`src/rtl/serial_adder_pkg.sv`:
```
// -----------------------------------------------------------------------------
// serial_adder_pkg
// Shared definitions for the bit-serial adder:
//   DEFAULT_WIDTH : default operand/result width in bits
//   state_t       : control FSM states (IDLE, SHIFT, DONE)
// -----------------------------------------------------------------------------
package serial_adder_pkg;

    localparam int DEFAULT_WIDTH = 8;

    typedef enum logic [1:0] {
        IDLE  = 2'd0,
        SHIFT = 2'd1,
        DONE  = 2'd2
    } state_t;

endpackage : serial_adder_pkg

```
`src/rtl/serial_adder_full_adder.sv`:
```
// -----------------------------------------------------------------------------
// full_adder
// Purely combinational one-bit full adder used by serial_adder for the
// per-cycle add.
// Ports:
//   a, b : input operand bits
//   ci   : carry in
//   s    : sum bit
//   co   : carry out
// -----------------------------------------------------------------------------
module full_adder (
    input  logic a,
    input  logic b,
    input  logic ci,
    output logic s,
    output logic co
);

    logic w_p;

    // Propagate term shared by sum and carry.
    assign w_p = a ^ b;
    assign s   = w_p ^ ci;
    assign co  = (a & b) | (ci & w_p);

endmodule : full_adder

```
`src/rtl/serial_adder.sv`:
```
// -----------------------------------------------------------------------------
// serial_adder
// Bit-serial adder: {cout,S} = X + Y + cin, one bit per clock, LSB first.
// An operation takes WIDTH SHIFT cycles plus one DONE cycle.
// Ports:
//   clk      : clock, all state on rising edge
//   rst_n    : asynchronous active-low reset
//   start    : load request, honoured only while in_ready=1
//   X, Y     : operands, sampled on the accepted start edge
//   cin      : carry in, sampled on the accepted start edge
//   in_ready : high in IDLE
//   busy     : high in SHIFT
//   done     : one-cycle pulse in DONE
//   S        : registered sum of the last completed operation
//   cout     : registered carry-out of the last completed operation
// -----------------------------------------------------------------------------
module serial_adder
    import serial_adder_pkg::*;
#(
    parameter int WIDTH = DEFAULT_WIDTH
) (
    input  logic             clk,
    input  logic             rst_n,
    input  logic             start,
    input  logic [WIDTH-1:0] X,
    input  logic [WIDTH-1:0] Y,
    input  logic             cin,
    output logic             in_ready,
    output logic             busy,
    output logic             done,
    output logic [WIDTH-1:0] S,
    output logic             cout
);

    localparam int              CW   = $clog2(WIDTH);
    localparam logic [CW-1:0]   LAST = CW'(WIDTH - 1);

    state_t           r_state;
    state_t           w_state_next;

    logic [WIDTH-1:0] r_a;
    logic [WIDTH-1:0] r_b;
    logic [WIDTH-1:0] r_psum;
    logic             r_carry;
    logic [CW-1:0]    r_cnt;
    logic [WIDTH-1:0] r_s;
    logic             r_cout;

    logic             w_sum;
    logic             w_co;
    logic [WIDTH-1:0] w_psum_next;
    logic             w_last;

    full_adder u_full_adder (
        .a  (r_a[0]),
        .b  (r_b[0]),
        .ci (r_carry),
        .s  (w_sum),
        .co (w_co)
    );

    // New sum bit enters at the MSB; after WIDTH shifts the first bit
    // produced has travelled down to bit 0.
    assign w_psum_next = WIDTH'({w_sum, r_psum} >> 1);
    assign w_last      = (r_cnt == LAST);

    // ------------------------------------------------------------------
    // FSM: state register
    // ------------------------------------------------------------------
    always_ff @(posedge clk or negedge rst_n) begin
        if (!rst_n) begin
            r_state <= IDLE;
        end else begin
            r_state <= w_state_next;
        end
    end

    // ------------------------------------------------------------------
    // FSM: next state and decoded outputs
    // ------------------------------------------------------------------
    always_comb begin
        w_state_next = r_state;
        in_ready     = 1'b0;
        busy         = 1'b0;
        done         = 1'b0;
        case (r_state)
            IDLE: begin
                in_ready = 1'b1;
                if (start) begin
                    w_state_next = SHIFT;
                end
            end
            SHIFT: begin
                busy = 1'b1;
                if (w_last) begin
                    w_state_next = DONE;
                end
            end
            DONE: begin
                done         = 1'b1;
                w_state_next = IDLE;
            end
            default: begin
                w_state_next = IDLE;
            end
        endcase
    end

    // ------------------------------------------------------------------
    // Datapath
    // ------------------------------------------------------------------
    always_ff @(posedge clk or negedge rst_n) begin
        if (!rst_n) begin
            r_a     <= '0;
            r_b     <= '0;
            r_psum  <= '0;
            r_carry <= 1'b0;
            r_cnt   <= '0;
            r_s     <= '0;
            r_cout  <= 1'b0;
        end else begin
            case (r_state)
                IDLE: begin
                    if (start) begin
                        r_a     <= X;
                        r_b     <= Y;
                        r_carry <= cin;
                        r_psum  <= '0;
                        r_cnt   <= '0;
                    end
                end
                SHIFT: begin
                    r_a     <= r_a >> 1;
                    r_b     <= r_b >> 1;
                    r_carry <= w_co;
                    r_psum  <= w_psum_next;
                    if (w_last) begin
                        // Final bit: publish result; counter holds so it
                        // never wraps inside an operation.
                        r_s    <= w_psum_next;
                        r_cout <= w_co;
                    end else begin
                        r_cnt <= r_cnt + 1'b1;
                    end
                end
                default: begin
                end
            endcase
        end
    end

    assign S    = r_s;
    assign cout = r_cout;

endmodule : serial_adder

```
`config.mk`:
```
export PLATFORM = sky130hd
export DESIGN_NAME = serial_adder
export DESIGN_NICKNAME = d
export VERILOG_FILES = /design/src/rtl/serial_adder_pkg.sv /design/src/rtl/serial_adder_full_adder.sv /design/src/rtl/serial_adder.sv
export SDC_FILE = /design/constraint.sdc
export NUM_CORES = 1
export LEC_CHECK = 0
export CAP_MARGIN = 0
export CORE_MARGIN = 3
export CORE_UTILIZATION = 55
export DETAILED_ROUTE_END_ITERATION = 8
export GPL_TIMING_DRIVEN = 0
export PLACE_DENSITY = 0.83
export SYNTH_ARGS = -nofsm -noshare
export SYNTH_HDL_FRONTEND = slang
export SYNTH_SLANG_ARGS = --single-unit
```
`constraint.sdc`:
```
create_clock -name clk -period 4.3 [get_ports clk]
set_input_delay 0.86 -clock clk [delete_from_list [all_inputs] [get_ports clk]]
set_output_delay 0.86 -clock clk [all_outputs]
set_load 0.1 [all_outputs]
```
==> results_dict.tcl, run 1 <==
set metrics [dict create \
    cpMaxStageDelayCell "clkdlybuf4s50_1" \
    rr_startpoint "r_cnt[0]" \
    final_hold_viol_count 0 \
    synthArstFlopShare 1.00 \
    grt_pass1_vias 1320 \
    p_per_area_nw_per_um2 770 \
    grt_max_degree 39 \
    intPower_uw 943 \
    path_max_fanout 10 \
    crit_path_end_kind "output port" \
    synth_flop_cell "dfrtp_1" \
    overflow 0 \
    synthCells 148 \
    via_count 1305 \
    dieHeight_um 63.8 \
    drc 0 \
    hp-class "flop to flop" \
    required_ps 3440 \
    ys_seq_area_frac 0.517 \
    setup_viol 0 \
    combPwrFrac 0.537 \
    cts_tree "yes" \
    synth.distinct_cells 31 \
    gp_congestion 0.808 \
    first_pass_iters 4 \
    antenna_found_initial 0 \
    avgSynthCellArea_sq_um 12.4 \
    wl_per_cell_um 15.8 \
    seqCellArea_sq_um 951 \
    final_nets 209 \
    synth_edf_count 0 \
    clock_latency_ps 340 \
    routed_wl_um 3640 \
    swShare 0.457 \
    synth.area.top_cells "dfrtp_1, mux2_4, nor4b_1" \
    hpwl_um 2590 \
    vias_per_cell 5.65 \
    area_delta_synth_final_pct 22.9 \
    synthTopCellsByCount "dfrtp_1, inv_1, nor3b_1, nor4b_1, a211oi_1" \
    status "finished, final reports clean" \
    synth_most_common_cell "dfrtp_1" \
    cts_made_buffers 5 \
    fin_setup_tns_ps 0 \
    grt_use_total 0.200 \
    p_leak_nw 1.02 \
    first_iter_violations 83 \
    cp-start-kind "flop" \
    cts_root_buf "clkbuf_4" \
    p_seq_frac 0.351 \
    crit_family "buffers and inverters" \
    die-area_sq_um 4070 \
    crit_path_start "r_state[1]" \
    rsz0062_at_grt "false" \
    ys_ff_latch 38 \
    post-route-util 0.722 \
    fmax_mhz 296 \
    cp_num_buf_inv 3 \
    relSlewSlack 0.350 \
    postCtsSetupBuffers 0 \
    cp_data_arrival_time_ps 2520 \
    diodes 0 \
    power_switching_uw 795 \
    ant_nets 0 \
    critical_path_class "flop to output port" \
    cts_buffer_depth 2 \
    nFillCells 239 \
    min_period_ps 3380 \
    critPathMaxStageDelay_ps 1160 \
    portBuffers 31 \
    drv_cap 0 \
    ios 32 \
    dieWidth_um 63.8 \
    fp.coreArea_sq_um 3130 \
    path_clk_slew_ps 110 \
    ctsHoldBuffers 0 \
    yosys.area.top_type "dfrtp_1" \
    final.period_utilization 0.786 \
    fp-row-count 20 \
    synth_top_area_share 0.517 \
    slew_violations 0 \
    grt_pass1_wl_um 6240 \
    tightest_slew_ps 971 \
    clock_power_share 0.111 \
    cts_sinks 38 \
    multiInputGateArea_sq_um 747 \
    drive_above_1_share 0.187 \
    initial_core_util 0.588 \
    fin_worst_skew_ps 5.43 \
    syn_area_sq_um 1840 \
    syn-num-nets 171 \
    cts_resized 0 \
    worstPathCellList "buf_6 > or2b_2 > clkinv_1 > clkdlybuf4s50_1" \
    vdd_drop_max_mv 0.442 \
    ys_warn_count 0 \
    cts_htree_levels 2 \
    min_from "r_a[7]" \
]
-- per-stage QoR --
step	power (mW)	cell area, sq um	setup WS [ps]	hold WS, ps	cells
after floorplan	1.34	1840	1330	466	148
after global placement	1.53	2200	1300	485	223
after detailed placement	1.56	2200	1290	491	223
after CTS	1.75	2260	900	516	231
after global routing	1.85	2260	790	536	231
final	1.74	2260	922	511	231
-- state kept, by name, indices dropped and copies added (netlist names) --
name     cells
S            8
r_a          8
r_b          8
r_psum       7
r_cnt        3
r_state      2
cout         1
r_carry      1
-- logic make-up (layout without fill, tap and decap cells) --
| family | count (synthesis) | after routing | synth area share |
|---|---|---|---|
| adder cells (fa/ha/maj) | 3 | 3 | 0.0245 |
| multiplexers | 9 | 9 | 0.0735 |
| AO/OA/AOI/OAI | 30 | 30 | 0.140 |
| AND/OR/NAND/NOR | 40 | 40 | 0.168 |
| flip-flops | 38 | 38 | 0.517 |
| buffers and inverters | 28 | 67 | 0.0762 |
-- cell type report --
class / instances / area share
inverters: 15 / 0.0249
well taps: 44 / 0.0244
flip-flops and latches: 38 / 0.421
repair buffers: 31 / 0.135
clock buffers: 7 / 0.0244
plain buffers: 13 / 0.0371
clock inverters: 1 / 0.00222
multi-input cells: 82 / 0.331
-- power by group through the flow --
stage          Combinational, mW  Sequential (mW)  Clock [mW]
2_1_floorplan              0.487            0.849           0
3_3_place_gp               0.916            0.611           0
3_5_place_dp               0.937            0.618           0
4_1_cts                    0.940            0.611       0.199
5_1_grt                     1.00            0.631       0.219
6_report                   0.934            0.611       0.193
-- path summary, 6_finish.rpt --
path | end | slack [ps] | depth (start not counted)
min in group asynchronous | r_psum[4] | 600 | 1
max in group asynchronous | r_a[5] | 3170 | 1
worst max-delay path | busy | 920 | 4
worst min register to register | r_a[7] | 510 | 1
worst min-delay path | r_a[7] | 510 | 1
worst max register to register | S[1] | 2650 | 5
-- placed cells by master, fill, tap and decap left out, types with 5 or more instances in the layout --
cell             count
a22o_1               7
buf_2                8
mux2_4               9
clkbuf_4             5
dfrtp_1             38
nor3b_1             12
a211oi_1            11
nor4b_1             12
clkdlybuf4s50_1     30
inv_1               14
-- worst reg2reg max path, cell delays in order (launching register included) --
cell,delay (ps)
dfrtp_1,420
ha_1,210
ha_1,250
nand3b_1,120
buf_4,220
mux2_4,320
-- layer usage --
layer,vias up,wire length (um),global-route usage
li1,621,-,-
met1,644,1620,0.250
met2,38,1820,0.335
met3,2,175,0.0545
met4,0,25,0.0647
met5,-,0,0
(Power assumes the default switching activity.)
==> run 2, diff against run 1 <==
--- a/config.mk
+++ b/config.mk
@@ -7,10 +7,10 @@
 export LEC_CHECK = 0
 export CAP_MARGIN = 0
 export CORE_MARGIN = 3
-export CORE_UTILIZATION = 55
+export CORE_UTILIZATION = 47
 export DETAILED_ROUTE_END_ITERATION = 8
 export GPL_TIMING_DRIVEN = 0
-export PLACE_DENSITY = 0.83
+export PLACE_DENSITY = 0.75
 export SYNTH_ARGS = -nofsm -noshare
 export SYNTH_HDL_FRONTEND = slang
 export SYNTH_SLANG_ARGS = --single-unit
==> constraint.sdc (replaced) <==
create_clock -name clk -period 2.9 [get_ports clk]
set_input_delay 0.58 -clock clk [delete_from_list [all_inputs] [get_ports clk]]
set_output_delay 0.58 -clock clk [all_outputs]
set_load 0.1 [all_outputs]
==> run 2 against run 1 <==
Net effect:
- via count up 3.6%
- total power rose by 54%
- worst hold slack got worse by 110 ps
- non-clock buffer count unchanged
- die area grew 15%
- clock power increased by 92%
- sequential share of layout area is 0.60 points lower
- count of clock-buffer cells in the layout is the same
- global-route usage down 0.96 points
- clock skew hardly changed
- critical path type unchanged
- critical endpoint unchanged
==> results_dict.tcl, run 2 (synthesis gave the netlist of run 1 again) <==
set metrics [dict create \
    status "finished, final reports clean" \
    min_period_ps 2750 \
    layout_common_cells "dfrtp_1, clkdlybuf4s50_1, inv_1, nor4b_1, nor3b_1" \
    rsz0062_at_grt "false" \
    vias_per_cell 5.75 \
    drc 0 \
    relSlewSlack 0.352 \
    antenna_found_initial 0 \
    fmax_mhz 363 \
    die-area_sq_um 4700 \
    via_count 1352 \
    first_iter_violations 89 \
    dieHeight_um 68.5 \
    crit_path_end_kind "output port" \
    cp-start-kind "flop" \
    fp.coreArea_sq_um 3720 \
    grt_pass1_vias 1364 \
    tightest_slew_ps 968 \
    path_max_fanout 10 \
    p_per_area_nw_per_um2 1170 \
    hold_slack_ps 400 \
    cp_data_arrival_time_ps 2170 \
    initial_core_util 0.495 \
    overflow 0 \
    wl_per_cell_um 16.6 \
    ios 32 \
    hp-class "input pin to asynchronous set/reset pin" \
    cts_tree "yes" \
    dieWidth_um 68.5 \
    final_hold_viol_count 0 \
    fin_worst_skew_ps 5.17 \
    drv_cap 0 \
    final.period_utilization 0.949 \
    final_common_cell "dfrtp_1" \
    gp_congestion 0.817 \
    place_area_sq_um 2200 \
    hpwl_um 2740 \
    cts_htree_levels 2 \
    grt_pass1_wl_um 6540 \
    grt_max_degree 39 \
    drive_above_1_share 0.187 \
    area_delta_synth_final_pct 24.6 \
    routed_wl_um 3910 \
    clock_latency_ps 290 \
    ant_nets 0 \
    fp-row-count 22 \
    vdd_drop_max_mv 0.584 \
    fin_area_sq_um 2290 \
    diodes 0 \
    setup_viol 0 \
    cts_sinks 38 \
    p_leak_nw 1.04 \
    critical_path_class "flop to output port" \
    cts_root_buf "clkbuf_8" \
    portBuffers 31 \
    path_clk_slew_ps 70 \
    postCtsSetupBuffers 0 \
    cts_made_buffers 5 \
    power_mw 2.67 \
    grt_use_total 0.191 \
    final_nets 209 \
    required_ps 2320 \
    first_pass_iters 4 \
    fin_setup_tns_ps 0 \
    slew_violations 0 \
    cts_buffer_depth 2 \
]
run 2: changes by cell type in the layout (fill, tap and decap cells not counted), sizes merged:
cell           before  now
clkdlybuf4s50      30   27
dlygate4sd2         0    3
run 2: metal layers:
metal,track usage,share of wire,vias up
li1,-,-,621
met1,0.233,0.44,692
met2,0.324,0.51,35
met3,0.0600,0.045,4
met4,0.0496,0.0028,0
met5,0,0,-
run 2: final cells by class:
class | count | area, sq um
Sequential cell | 38 | 951
Timing Repair Buffer | 31 | 302
Inverter | 15 | 56.3
Clock inverter | 1 | 5.00
Buffer | 13 | 83.8
Multi-Input combinational cell | 82 | 747
Fill cell | 319 | 1430
Tap cell | 48 | 60.1
Clock buffer | 7 | 86.3
run 2: repair_timing:
action | 4_1_cts | 5_1_grt
resized for setup | 3 | 0
hold buffers | 0 | 0
endpoints found under the setup margin | 3 | 0
run 2: path summary, 6_finish.rpt:
check                      startpoint     end  slack (ps)  depth (start not counted)
max reg2reg                  r_cnt[0]    S[2]        1260                          5
min                             rst_n    S[5]         400                          1
min in group clk               r_a[7]  r_a[7]         500                          1
max                        r_state[1]    busy         150                          4
min reg2reg                    r_a[7]  r_a[7]         500                          1
max in group asynchronous       rst_n  r_b[4]        1970                          1
run 2: power breakdown:
part,internal [mW],switching [mW],leakage (nW)
combinational,0.512,0.875,0.531
sequential,0.762,0.152,0.464
clock,0.192,0.180,0.0482
total,1.47,1.21,1.04
run 2: stage by stage:
step / util / setup WS, ps / instances
after floorplan: - / 207 / 148
after global placement: 0.594 / 185 / 227
after detailed placement: 0.593 / 162 / 227
after CTS: 0.616 / 121 / 235
after global routing: 0.616 / 48.9 / 235
final: 0.616 / 147 / 235
run 2: worst max-delay path, cell delays in order (launching register included):
cell and delay [ps]:
dfrtp_1 380, buf_6 130, or2b_2 330, clkinv_1 160
dlygate4sd2_1 880
